**config.mk**
```make
export PLATFORM = sky130hd
export DESIGN_NAME = uart_rx
export DESIGN_NICKNAME = d
export VERILOG_FILES = /design/src/rtl/uart_pkg.sv /design/src/rtl/uart_rx_sync_2ff.sv /design/src/rtl/uart_rx.sv
export SDC_FILE = /design/constraint.sdc
export NUM_CORES = 1
export LEC_CHECK = 0
export CAP_MARGIN = 5
export CORE_ASPECT_RATIO = 1.2
export CORE_MARGIN = 3
export CORE_UTILIZATION = 45
export CTS_BUF_LIST = sky130_fd_sc_hd__clkbuf_4 sky130_fd_sc_hd__clkbuf_8
export CTS_CLUSTER_DIAMETER = 100
export DETAILED_ROUTE_END_ITERATION = 8
export GPL_ROUTABILITY_DRIVEN = 0
export GPL_TIMING_DRIVEN = 0
export MAX_ROUTING_LAYER = met4
export PLACE_DENSITY_LB_ADDON = 0.15
export SKIP_CTS_REPAIR_TIMING = 1
export SYNTH_ARGS = -nofsm -noshare
export SYNTH_HDL_FRONTEND = slang
export SYNTH_HIERARCHICAL = 1
export SYNTH_SLANG_ARGS = --single-unit
```
**constraint.sdc**
```tcl
create_clock -name clk -period 2.65 [get_ports clk]
set_clock_uncertainty 0.1 [all_clocks]
set_input_delay 0.53 -clock clk [delete_from_list [all_inputs] [get_ports clk]]
set_output_delay 0.53 -clock clk [all_outputs]
set_load 0.03 [all_outputs]
```
**src/rtl/uart_pkg.sv**
```systemverilog
// uart_pkg: shared definitions for the UART receiver and the matching transmitter.
// Holds the receiver state encodings and the clocks-per-bit helper.
package uart_pkg;

    typedef enum logic [2:0] {
        ST_IDLE   = 3'd0,
        ST_START  = 3'd1,
        ST_DATA   = 3'd2,
        ST_PARITY = 3'd3,
        ST_STOP   = 3'd4,
        ST_BREAK  = 3'd5
    } uart_state_t;

    // Integer division: any remainder shows up as a small baud error.
    function automatic int calc_clks_per_bit(input int clk_freq, input int baud_rate);
        return clk_freq / baud_rate;
    endfunction

endpackage

```
**src/rtl/uart_rx_sync_2ff.sv**
```systemverilog
// sync_2ff: 1-bit two-flop synchronizer for an asynchronous input.
// RESET_VAL sets both flops so the output is defined out of reset.
module sync_2ff #(
    parameter logic RESET_VAL = 1'b1
) (
    input  logic clk,
    input  logic n_reset,
    input  logic d,
    output logic q
);

    logic meta;

    // Two back-to-back flops; only q is consumed downstream.
    always_ff @(posedge clk or negedge n_reset) begin
        if (!n_reset) begin
            meta <= RESET_VAL;
            q    <= RESET_VAL;
        end else begin
            meta <= d;
            q    <= meta;
        end
    end

endmodule

```
**src/rtl/uart_rx.sv**
```systemverilog
// uart_rx: asynchronous serial receiver, start + WORD_SIZE data bits (LSB first)
// + optional parity + one stop bit. Define UART_RX_PARITY_EN to add the parity bit.
//
// state    | meaning
// ---------+-----------------------------------------------------------
// IDLE     | line high, waiting for a falling edge on rx_s
// START    | half a bit in, confirm the start bit (high = glitch)
// DATA     | sample one data bit every bit period, LSB first
// PARITY   | sample the parity bit and latch a mismatch
// STOP     | sample the stop bit, report word or error(s)
// BREAK    | stop bit was low; wait for the line to go high again
module uart_rx
    import uart_pkg::*;
#(
    parameter int CLK_FREQ   = 12000000,
    parameter int BAUD_RATE  = 115200,
    parameter int WORD_SIZE  = 8,
    parameter int PARITY_ODD = 0
) (
    input  logic                 clk,
    input  logic                 n_reset,
    input  logic                 rx,
    output logic [WORD_SIZE-1:0] data_out,
    output logic                 data_out_valid,
    output logic                 frame_err,
    output logic                 parity_err
);

    localparam int B     = calc_clks_per_bit(CLK_FREQ, BAUD_RATE);
    localparam int H     = B / 2;
    localparam int CNT_W = $clog2(B);
    localparam int BIT_W = $clog2(WORD_SIZE + 1);

    localparam logic [CNT_W-1:0] B_LAST   = CNT_W'(B - 1);
    localparam logic [CNT_W-1:0] H_LAST   = CNT_W'(H - 1);
    localparam logic [BIT_W-1:0] BIT_LAST = BIT_W'(WORD_SIZE - 1);

    if (B < 4) begin : g_bad_baud
        $error("uart_rx: CLK_FREQ/BAUD_RATE must be at least 4");
    end

    logic                 rx_s;
    uart_state_t          state_q, state_d;
    logic [CNT_W-1:0]     cnt_q, cnt_d;
    logic [BIT_W-1:0]     bit_q, bit_d;
    logic [WORD_SIZE-1:0] shift_q, shift_d;
    logic [WORD_SIZE-1:0] data_d;
    logic                 valid_d, ferr_d;
    logic                 cnt_last;

    sync_2ff #(.RESET_VAL(1'b1)) u_sync (
        .clk     (clk),
        .n_reset (n_reset),
        .d       (rx),
        .q       (rx_s)
    );

    assign cnt_last = (cnt_q == B_LAST);

`ifdef UART_RX_PARITY_EN
    localparam logic PAR_ODD = (PARITY_ODD != 0);
    logic par_mis_q, par_mis_d, perr_d;
`else
    logic unused_par;
    assign unused_par = PARITY_ODD[0];
    assign parity_err = 1'b0;
`endif

    // Next state, counters, shift register and registered outcome pulses.
    always_comb begin
        state_d = state_q;
        cnt_d   = cnt_q + 1'b1;
        bit_d   = bit_q;
        shift_d = shift_q;
        data_d  = data_out;
        valid_d = 1'b0;
        ferr_d  = 1'b0;
`ifdef UART_RX_PARITY_EN
        par_mis_d = par_mis_q;
        perr_d    = 1'b0;
`endif
        case (state_q)
            ST_IDLE: begin
                cnt_d = '0;
                bit_d = '0;
`ifdef UART_RX_PARITY_EN
                par_mis_d = 1'b0;
`endif
                if (!rx_s) state_d = ST_START;
            end
            ST_START: begin
                if (cnt_q == H_LAST) begin
                    cnt_d   = '0;
                    state_d = rx_s ? ST_IDLE : ST_DATA;
                end
            end
            ST_DATA: begin
                if (cnt_last) begin
                    cnt_d   = '0;
                    shift_d = {rx_s, shift_q[WORD_SIZE-1:1]};
                    bit_d   = bit_q + 1'b1;
                    if (bit_q == BIT_LAST) begin
`ifdef UART_RX_PARITY_EN
                        state_d = ST_PARITY;
`else
                        state_d = ST_STOP;
`endif
                    end
                end
            end
`ifdef UART_RX_PARITY_EN
            ST_PARITY: begin
                if (cnt_last) begin
                    cnt_d     = '0;
                    par_mis_d = rx_s ^ (^shift_q) ^ PAR_ODD;
                    state_d   = ST_STOP;
                end
            end
`endif
            ST_STOP: begin
                // Leave at mid-stop-bit so an immediate next start bit is caught.
                if (cnt_last) begin
                    cnt_d = '0;
                    if (!rx_s) begin
                        ferr_d  = 1'b1;
`ifdef UART_RX_PARITY_EN
                        perr_d  = par_mis_q;
`endif
                        state_d = ST_BREAK;
`ifdef UART_RX_PARITY_EN
                    end else if (par_mis_q) begin
                        perr_d  = 1'b1;
                        state_d = ST_IDLE;
`endif
                    end else begin
                        data_d  = shift_q;
                        valid_d = 1'b1;
                        state_d = ST_IDLE;
                    end
                end
            end
            ST_BREAK: begin
                cnt_d = '0;
                if (rx_s) state_d = ST_IDLE;
            end
            default: begin
                cnt_d   = '0;
                state_d = ST_IDLE;
            end
        endcase
    end

    // State and datapath registers; reset discards any partial frame.
    always_ff @(posedge clk or negedge n_reset) begin
        if (!n_reset) begin
            state_q        <= ST_IDLE;
            cnt_q          <= '0;
            bit_q          <= '0;
            shift_q        <= '0;
            data_out       <= '0;
            data_out_valid <= 1'b0;
            frame_err      <= 1'b0;
        end else begin
            state_q        <= state_d;
            cnt_q          <= cnt_d;
            bit_q          <= bit_d;
            shift_q        <= shift_d;
            data_out       <= data_d;
            data_out_valid <= valid_d;
            frame_err      <= ferr_d;
        end
    end

`ifdef UART_RX_PARITY_EN
    // Parity mismatch latch and its outcome pulse.
    always_ff @(posedge clk or negedge n_reset) begin
        if (!n_reset) begin
            par_mis_q  <= 1'b0;
            parity_err <= 1'b0;
        end else begin
            par_mis_q  <= par_mis_d;
            parity_err <= perr_d;
        end
    end
`endif

endmodule

```
# Yosys cells after proc, flatten, opt, wreduce, memory -nomap -nowiden
# Index checks and enable logic that the tools add are counted.
[op_classes]
addsub = 2
mul = 0
n_div = 0
n_lt_le_gt_ge = 0
eq_ne = 13
shifts = 0
muxes = 20
bitwise_logic = 0
reduce_logical = 7
[ops]
columns = ["operator", "count"]
rows = [
  ["3-bit two-way mux", 7],
  ["3-bit one-hot mux with 5 select lines", 1],
  ["7-bit two-way mux", 2],
  ["7-bit one-hot mux with 2 select lines", 1],
  ["2-bit != test, second input constant", 5],
  ["4-bit one-hot mux with 2 select lines", 1],
  ["7-bit by 1-bit adder with 7-bit output, second input constant", 1],
  ["7-bit by 6-bit equality test with 1-bit output, second input constant", 1],
  ["7-bit equality test, second input constant", 1],
  ["3-bit equality test, second input constant", 2],
  ["1-bit two-way mux", 6],
  ["6-bit AND reduction", 1],
  ["4-bit by 1-bit adder with 4-bit output, second input constant", 1],
  ["4-bit by 3-bit equality test with 1-bit output, second input constant", 1],
  ["4-bit two-way mux", 1],
  ["2-bit AND reduction", 2],
  ["3-bit by 1-bit equality test with 1-bit output, second input constant", 1],
  ["3-bit by 2-bit equality test with 1-bit output, second input constant", 1],
  ["3-bit zero test", 1],
  ["3-bit AND reduction", 1],
  ["2-bit two-way mux", 1],
  ["2-bit by 1-bit != test with 1-bit output, second input constant", 1],
  ["2-bit nonzero test", 1],
  ["2-bit OR reduction", 1],
]
[totals]
regBits = 34
latch_bits = 0
ram_bits = 0
romBits = 0
in_bits = 3
output_inout_bits = 11
wordCells = 51
mem_count = 0

# Depth between registers and ports, before layout
# Gate-level depths: netlist of the first run.
[depth]
ltp_word = 4
mapped_depth = 7

# By module
# The synthesis of the first run kept the hierarchy.
[by_module_without_submodules]
columns = ["mod", "instances", "cells_per_inst", "area_each_um2", "seq_area_each_um2"]
rows = [
  ["uart_rx", 1, 120, 1487.7, 800.8],
  ["sync_2ff", 1, 2, 52.6, 52.6],
]

# Least setup slack after synthesis of the first run
# No wires, ideal clock.
[synth_timing]
path_type = "register to register"
from = "reg cnt_q[0]"
to = "reg data_out[1]"
setup_ns = 0.125
arrival_time_ns = 1.612
t_required_ns = 2.425
setup_slack_ns = 0.813
path_stages_with_launch = 8
n_path_buf = 2
cell_sequence = "dfrtp_1 > ha_1 > and3b_1 > buf_4 > and2_4 > buf_6 > nand3_4 > mux2_2"
[synth_via]
elab_chain_cells = 2
[synth_lines]
columns = ["item", "line", "text"]
rows = [
  ["start, declared", "uart_rx.sv:44", "logic [CNT_W-1:0] cnt_q, cnt_d;"],
  ["start signal, assigned", "uart_rx.sv:165", "cnt_q <= cnt_d;"],
  ["7-bit equality test", "uart_rx.sv:58", "assign cnt_last = (cnt_q == B_LAST);"],
  ["3-bit AND reduction (no source line)", "-", ""],
  ["end signal, assigned", "uart_rx.sv:168", "data_out <= data_d;"],
  ["end, declared", "uart_rx.sv:23", "output logic [WORD_SIZE-1:0] data_out,"],
]
# Every way passes these cells.
# A chain may end at the register's enable or synchronous reset.

# Worst setup path after layout of the first run
[layout_timing]
from = "reg data_out[6]"
to = "out data_out[6]"
# No word-level cell between the ends.

==> results of run 1 <==
worst reg2reg max path, cell delays in order (launching register included):
cell	delay (ns)
dfrtp_1	0.44
ha_1	0.24
and3b_1	0.16
buf_4	0.15
and2_4	0.13
buf_6	0.13
nand3_4	0.15
mux2_2	0.35
flip-flops by register name (all words and copies together) (netlist names):
name and flops:
frame_err 1, bit_q 4, data_out 8, data_out_valid 1, u_sync/q 1, state_q 3, u_sync/meta 1, cnt_q 7
shift_q 8
final timing paths:
kind,start,endpoint,cells past startpoint
min in group clk,u_sync/meta,u_sync/q,0
max,data_out[6],data_out[6],1
max reg2reg,cnt_q[0],data_out[3],7
max in group asynchronous,n_reset,cnt_q[0],1
min reg2reg,u_sync/meta,u_sync/q,0
min,n_reset,bit_q[2],1
synthesized netlist by cell type, types with 2 or more instances:
cell type and n:
a22o_1 4, buf_4 2, dfrtp_1 32, dfstp_2 2, ha_1 3, inv_1 3, mux2_2 17, nand2_1 2
nand3_1 6, nand3_4 2, nand4_1 2, nor2_1 14, nor2b_1 2, o2bb2ai_1 2, xor2_1 4
per-stage QoR:
| stage | total power [mW] | worst slack [ns] | utilization (%) | cell area, um2 |
|---|---|---|---|---|
| detailed placement | 0.550 | 0.687 | 53.7 | 1700 |
| CTS | 1.05 | 0.631 | 57.2 | 1810 |
| global route | 1.08 | 0.574 | 57.2 | 1810 |
| global placement | 0.550 | 0.283 | 53.9 | 1710 |
| floorplan | 0.537 | 0.813 | - | 1540 |
| finish | 1.03 | 0.650 | 57.2 | 1810 |
layout make-up:
cell class                 count  area, um2  share of cell area [%]
sequential                    34        853                    47.1
multi-input combinational     79        637                    35.2
timing repair buffer          12        115                    6.35
clock inverter                 2       60.1                    3.31
clock buffer                   6       51.3                    2.83
tap                           36       45.0                    2.49
buffer                         6       38.8                    2.14
inverter                       3       11.3                   0.622
power groups by stage:
stage,logic [mW],registers (mW),clock network [mW]
2_1_floorplan,0.00398,0.533,0
3_3_place_gp,0.0170,0.533,0
3_5_place_dp,0.0166,0.533,0
4_1_cts,0.0169,0.523,0.508
5_1_grt,0.0181,0.524,0.535
6_report,0.0155,0.523,0.496
cells by family after synthesis:
family / synth area share [%]
compound gates: 6.26
xor+xnor: 2.84
fa+ha+maj: 2.44
buf+inv: 3.25
flops: 55.4
mux: 14.1
other cells: 0.243
simple gates: 15.5
routing by layer:
metal | wire (um) | track usage (%) | vias to the layer above
met1 | 1190 | 17.7 | 462
met2 | 1170 | 20.2 | 13
met3 | 111 | 5.55 | 7
met5 | 0 | - | -
met4 | 55 | 6.80 | 0
li1 | - | - | 466
==> results.yml, run 1 <==
route:
  wl_per_cell_um: 14.2
  remaining_drc_errors: 0
  ant_nets: 0
  vias: 948
  post_drt_via_cell_ratio: 5.33
  first_pass_iters: 4
  finalWirelength_um: 2530
  drt_iter0_drc: 37
logic_synthesis:
  synth.distinct_cells: 40
  ys_seq_area_share_pct: 55.4
  syn_inst: 122
  syn_area_per_cell_um2: 12.6
  synth_top_area_share_pct: 52.0
  synth_flop_cell: "dfrtp_1"
  async_flop_share_pct: 100
  synth_warnings: 6
  synthTopCellsByArea: "dfrtp_1, mux2_2, dfstp_2"
  ys_seq_elements: 34
  yosys.area.top_type: "dfrtp_1"
  synth_fp_nets: 128
  synth_edf_count: 0
  synth.cell_area_um2: 1540
place:
  port_buffers: 12
  placed_cells_incl_taps: 170
  dp_hpwl_um: 1710
sta:
  fin_crit_ns: 2.00
  max_freq_mhz: 500
  hold_ws_ns: 0.132
  rsz0062_at_grt: "false"
  setup_violations: 0
  slew_headroom_pct: 51.2
  timing.final.crit_share_pct: 75.5
  hold_violations: 0
  drv_slew: 0
  finalSetupTns_ns: 0
  worst_slew_pin_slew_ns: 0.732
critical_path:
  path_cells: "clkdlybuf4s50_1"
  required_ns: 2.02
  worstPathArrival_ns: 1.37
  worst_setup_path_start_kind: "flop"
  criticalPathCategory: "flop to primary output"
  crit_path_max_fanout: 2
  reg2reg_slack_ns: 0.69
  critPathBufInv: 1
  critPathSlowestCell: "clkdlybuf4s50_1"
  endpoint_kind: "primary output"
  crit_family: "buffers and inverters"
  cpPeakStageDelay_ns: 0.67
global_routing:
  antenna_found_initial: 0
  grtUsageTotal_pct: 14.3
  gr-total-overflow: 0
  grt_max_degree: 35
  grt_pass1_vias: 943
  grt_pass1_wl_um: 4280
power:
  power_density_nw_per_um2: 571
  p_leak_nw: 0.875
  pwr-share-clk_pct: 47.9
  p_int_mw: 0.844
  ir_drop_mv: 0.376
  pwr-share-seq_pct: 50.6
  power_frac_comb_pct: 1.5
  p_sw_mw: 0.190
  p_sw_share_pct: 18.4
final_layout:
  n_antenna_cell: 0
  final_layout_size_suffix_gt1_share_pct: 28.2
  fin_cells: 178
  final_cell_mix: "dfrtp_1, mux2_2, nor2_1"
  final_common_cell: "dfrtp_1"
  n_fill_cell: 274
  syn2layout_area_growth_pct: 17.6
  fin_nets: 147
clock_network:
  clk_pin_slew_ns: 0.11
  clock_latency_ns: 0.34
  clock_path_buffers: 2
  cts_max_level: 2
  cts_sinks: 34
  cts_root_buf: "clkbuf_4"
  numCtsBuffers: 5
  tritoncts: "done"
floorplan:
  design.core.area_um2: 3170
  die_area_um2: 4160
  std_cell_rows: 22
  io_pins: 14
  die_h_um: 70.1
  start_util_pct: 48.7
  die_x_um: 59.4
status:
  outcome: "finished, final reports clean"
worst_hold_path:
  min_path_type: "input pin to asynchronous set/reset pin"
flow_run:
  drv_cap: 0
Power figures use the tool's default switching activity.
==> inputs of run 2 (changes only) <==
Clock period 2.65 ns to 1.9 ns, I/O delays scaled along.
==> run 2 against run 1 <==
Effect of this change:
- the flow now finishes with violations (hold timing)
- clock-buffer cell count unchanged
- first-iteration DRC count increased by 38%
- non-clock buffer count increased by 3
- sequential power increased by 40%
- die area unchanged
- critical path depth unchanged
- register-to-register slack got worse by 0.60 ns
- global-route usage unchanged
- cell count increased by 2.2%
- sequential share of layout area decreased by 1.9 points
- combinational power increased by 41%
- critical endpoint is now data_out[2]
- largest power group unchanged
==> results.yml, run 2 (synthesis gave the netlist of run 1 again) <==
status:
  outcome: "finished, violations left"
  violations: "hold timing"
clock_network:
  clk_pin_slew_ns: 0.11
  tritoncts: "done"
  cts_root_buf: "clkbuf_4"
  clock_path_buffers: 2
  clock_latency_ns: 0.34
  cts_max_level: 2
  numCtsBuffers: 5
  cts_sinks: 34
critical_path:
  critPathBufInv: 1
  reg2reg_slack_ns: 0.09
  critPathSlowestCell: "clkdlybuf4s50_1"
  cpPeakStageDelay_ns: 0.67
  criticalPathCategory: "flop to primary output"
  required_ns: 1.42
  worst_setup_path_start_kind: "flop"
  worstPathArrival_ns: 1.36
  crit_family: "buffers and inverters"
  endpoint_kind: "primary output"
  crit_path_max_fanout: 2
  path_cells: "clkdlybuf4s50_1"
global_routing:
  gr-total-overflow: 0
  grtUsageTotal_pct: 14.3
  grt_pass1_vias: 943
  grt_pass1_wl_um: 4280
  antenna_found_initial: 0
  grt_max_degree: 35
final_layout:
  n_antenna_cell: 0
  final_cell_mix: "dfrtp_1, nor2_1, mux2_2"
  reg.largest.list: "data_out (8), shift_q (8), cnt_q (7)"
  fin_cells: 182
  finish.utilization_pct: 59.6
  final_common_cell: "dfrtp_1"
  syn2layout_area_growth_pct: 22.6
  final_layout_size_suffix_gt1_share_pct: 30.8
  fin_nets: 151
place:
  dp_hpwl_um: 1710
  port_buffers: 12
  placed_cells_incl_taps: 170
floorplan:
  start_util_pct: 48.7
  die_x_um: 59.4
  design.core.area_um2: 3170
  std_cell_rows: 22
  die_h_um: 70.1
  die_area_um2: 4160
  io_pins: 14
route:
  wl_per_cell_um: 14.7
  first_pass_iters: 4
  ant_nets: 0
  remaining_drc_errors: 0
  post_drt_via_cell_ratio: 5.27
  finalWirelength_um: 2670
  drt_iter0_drc: 51
  vias: 959
sta:
  slew_headroom_pct: 50.7
  worst_slew_pin_slew_ns: 0.739
  setup_violations: 0
  timing.final.crit_share_pct: 96.8
  fin_crit_ns: 1.84
  hold_violations: 26
  drv_slew: 0
  max_freq_mhz: 543
  hold_ws_ns: -0.0129
  finalSetupTns_ns: 0
power:
  ir_drop_mv: 0.525
  power.total_mw: 1.45
  p_leak_nw: 1.03
  power_density_nw_per_um2: 766
worst_hold_path:
  min_path_type: "input pin to asynchronous set/reset pin"
flow_run:
  drv_cap: 0
==> run 2: path summary, 6_finish.rpt <==
| path | from | to | depth (start not counted) |
|---|---|---|---|
| worst max-delay path | data_out[2] | data_out[2] | 1 |
| worst min-delay path | n_reset | bit_q[2] | 1 |
| worst max register to register | cnt_q[1] | shift_q[1] | 6 |
| worst min register to register | u_sync/meta | u_sync/q | 0 |
| max in group asynchronous | n_reset | cnt_q[0] | 1 |
| min in group clk | u_sync/meta | u_sync/q | 0 |
==> run 2: final cells by class <==
class	instances	area (um2)
Fill cell	260	1280
Sequential cell	34	853
Multi-Input combinational cell	80	676
Timing Repair Buffer	16	160
Clock inverter	2	60.1
Clock buffer	6	51.3
Tap cell	36	45.0
Buffer	5	31.3
Inverter	3	11.3
==> run 2: metrics by stage <==
step           setup slack [ns]  instance area, um2
2_1_floorplan            0.0634                1540
3_3_place_gp             -0.317                1710
3_5_place_dp            -0.0634                1700
4_1_cts                 -0.0757                1810
5_1_grt                -0.00952                1890
6_report                 0.0600                1890
==> run 2: metal layers <==
metal,track usage [%],part of all wire (%),up-vias
li1,-,-,473
met1,17.7,46,466
met2,20.2,47,13
met3,5.55,4.5,7
met4,6.80,2.0,0
met5,-,0,-
==> run 2: power breakdown <==
group	internal (mW)	switching [mW]	total, mW
clock	0.446	0.248	0.693
combinational	0.00496	0.0169	0.0219
sequential	0.727	0.00319	0.730
total	1.18	0.268	1.45
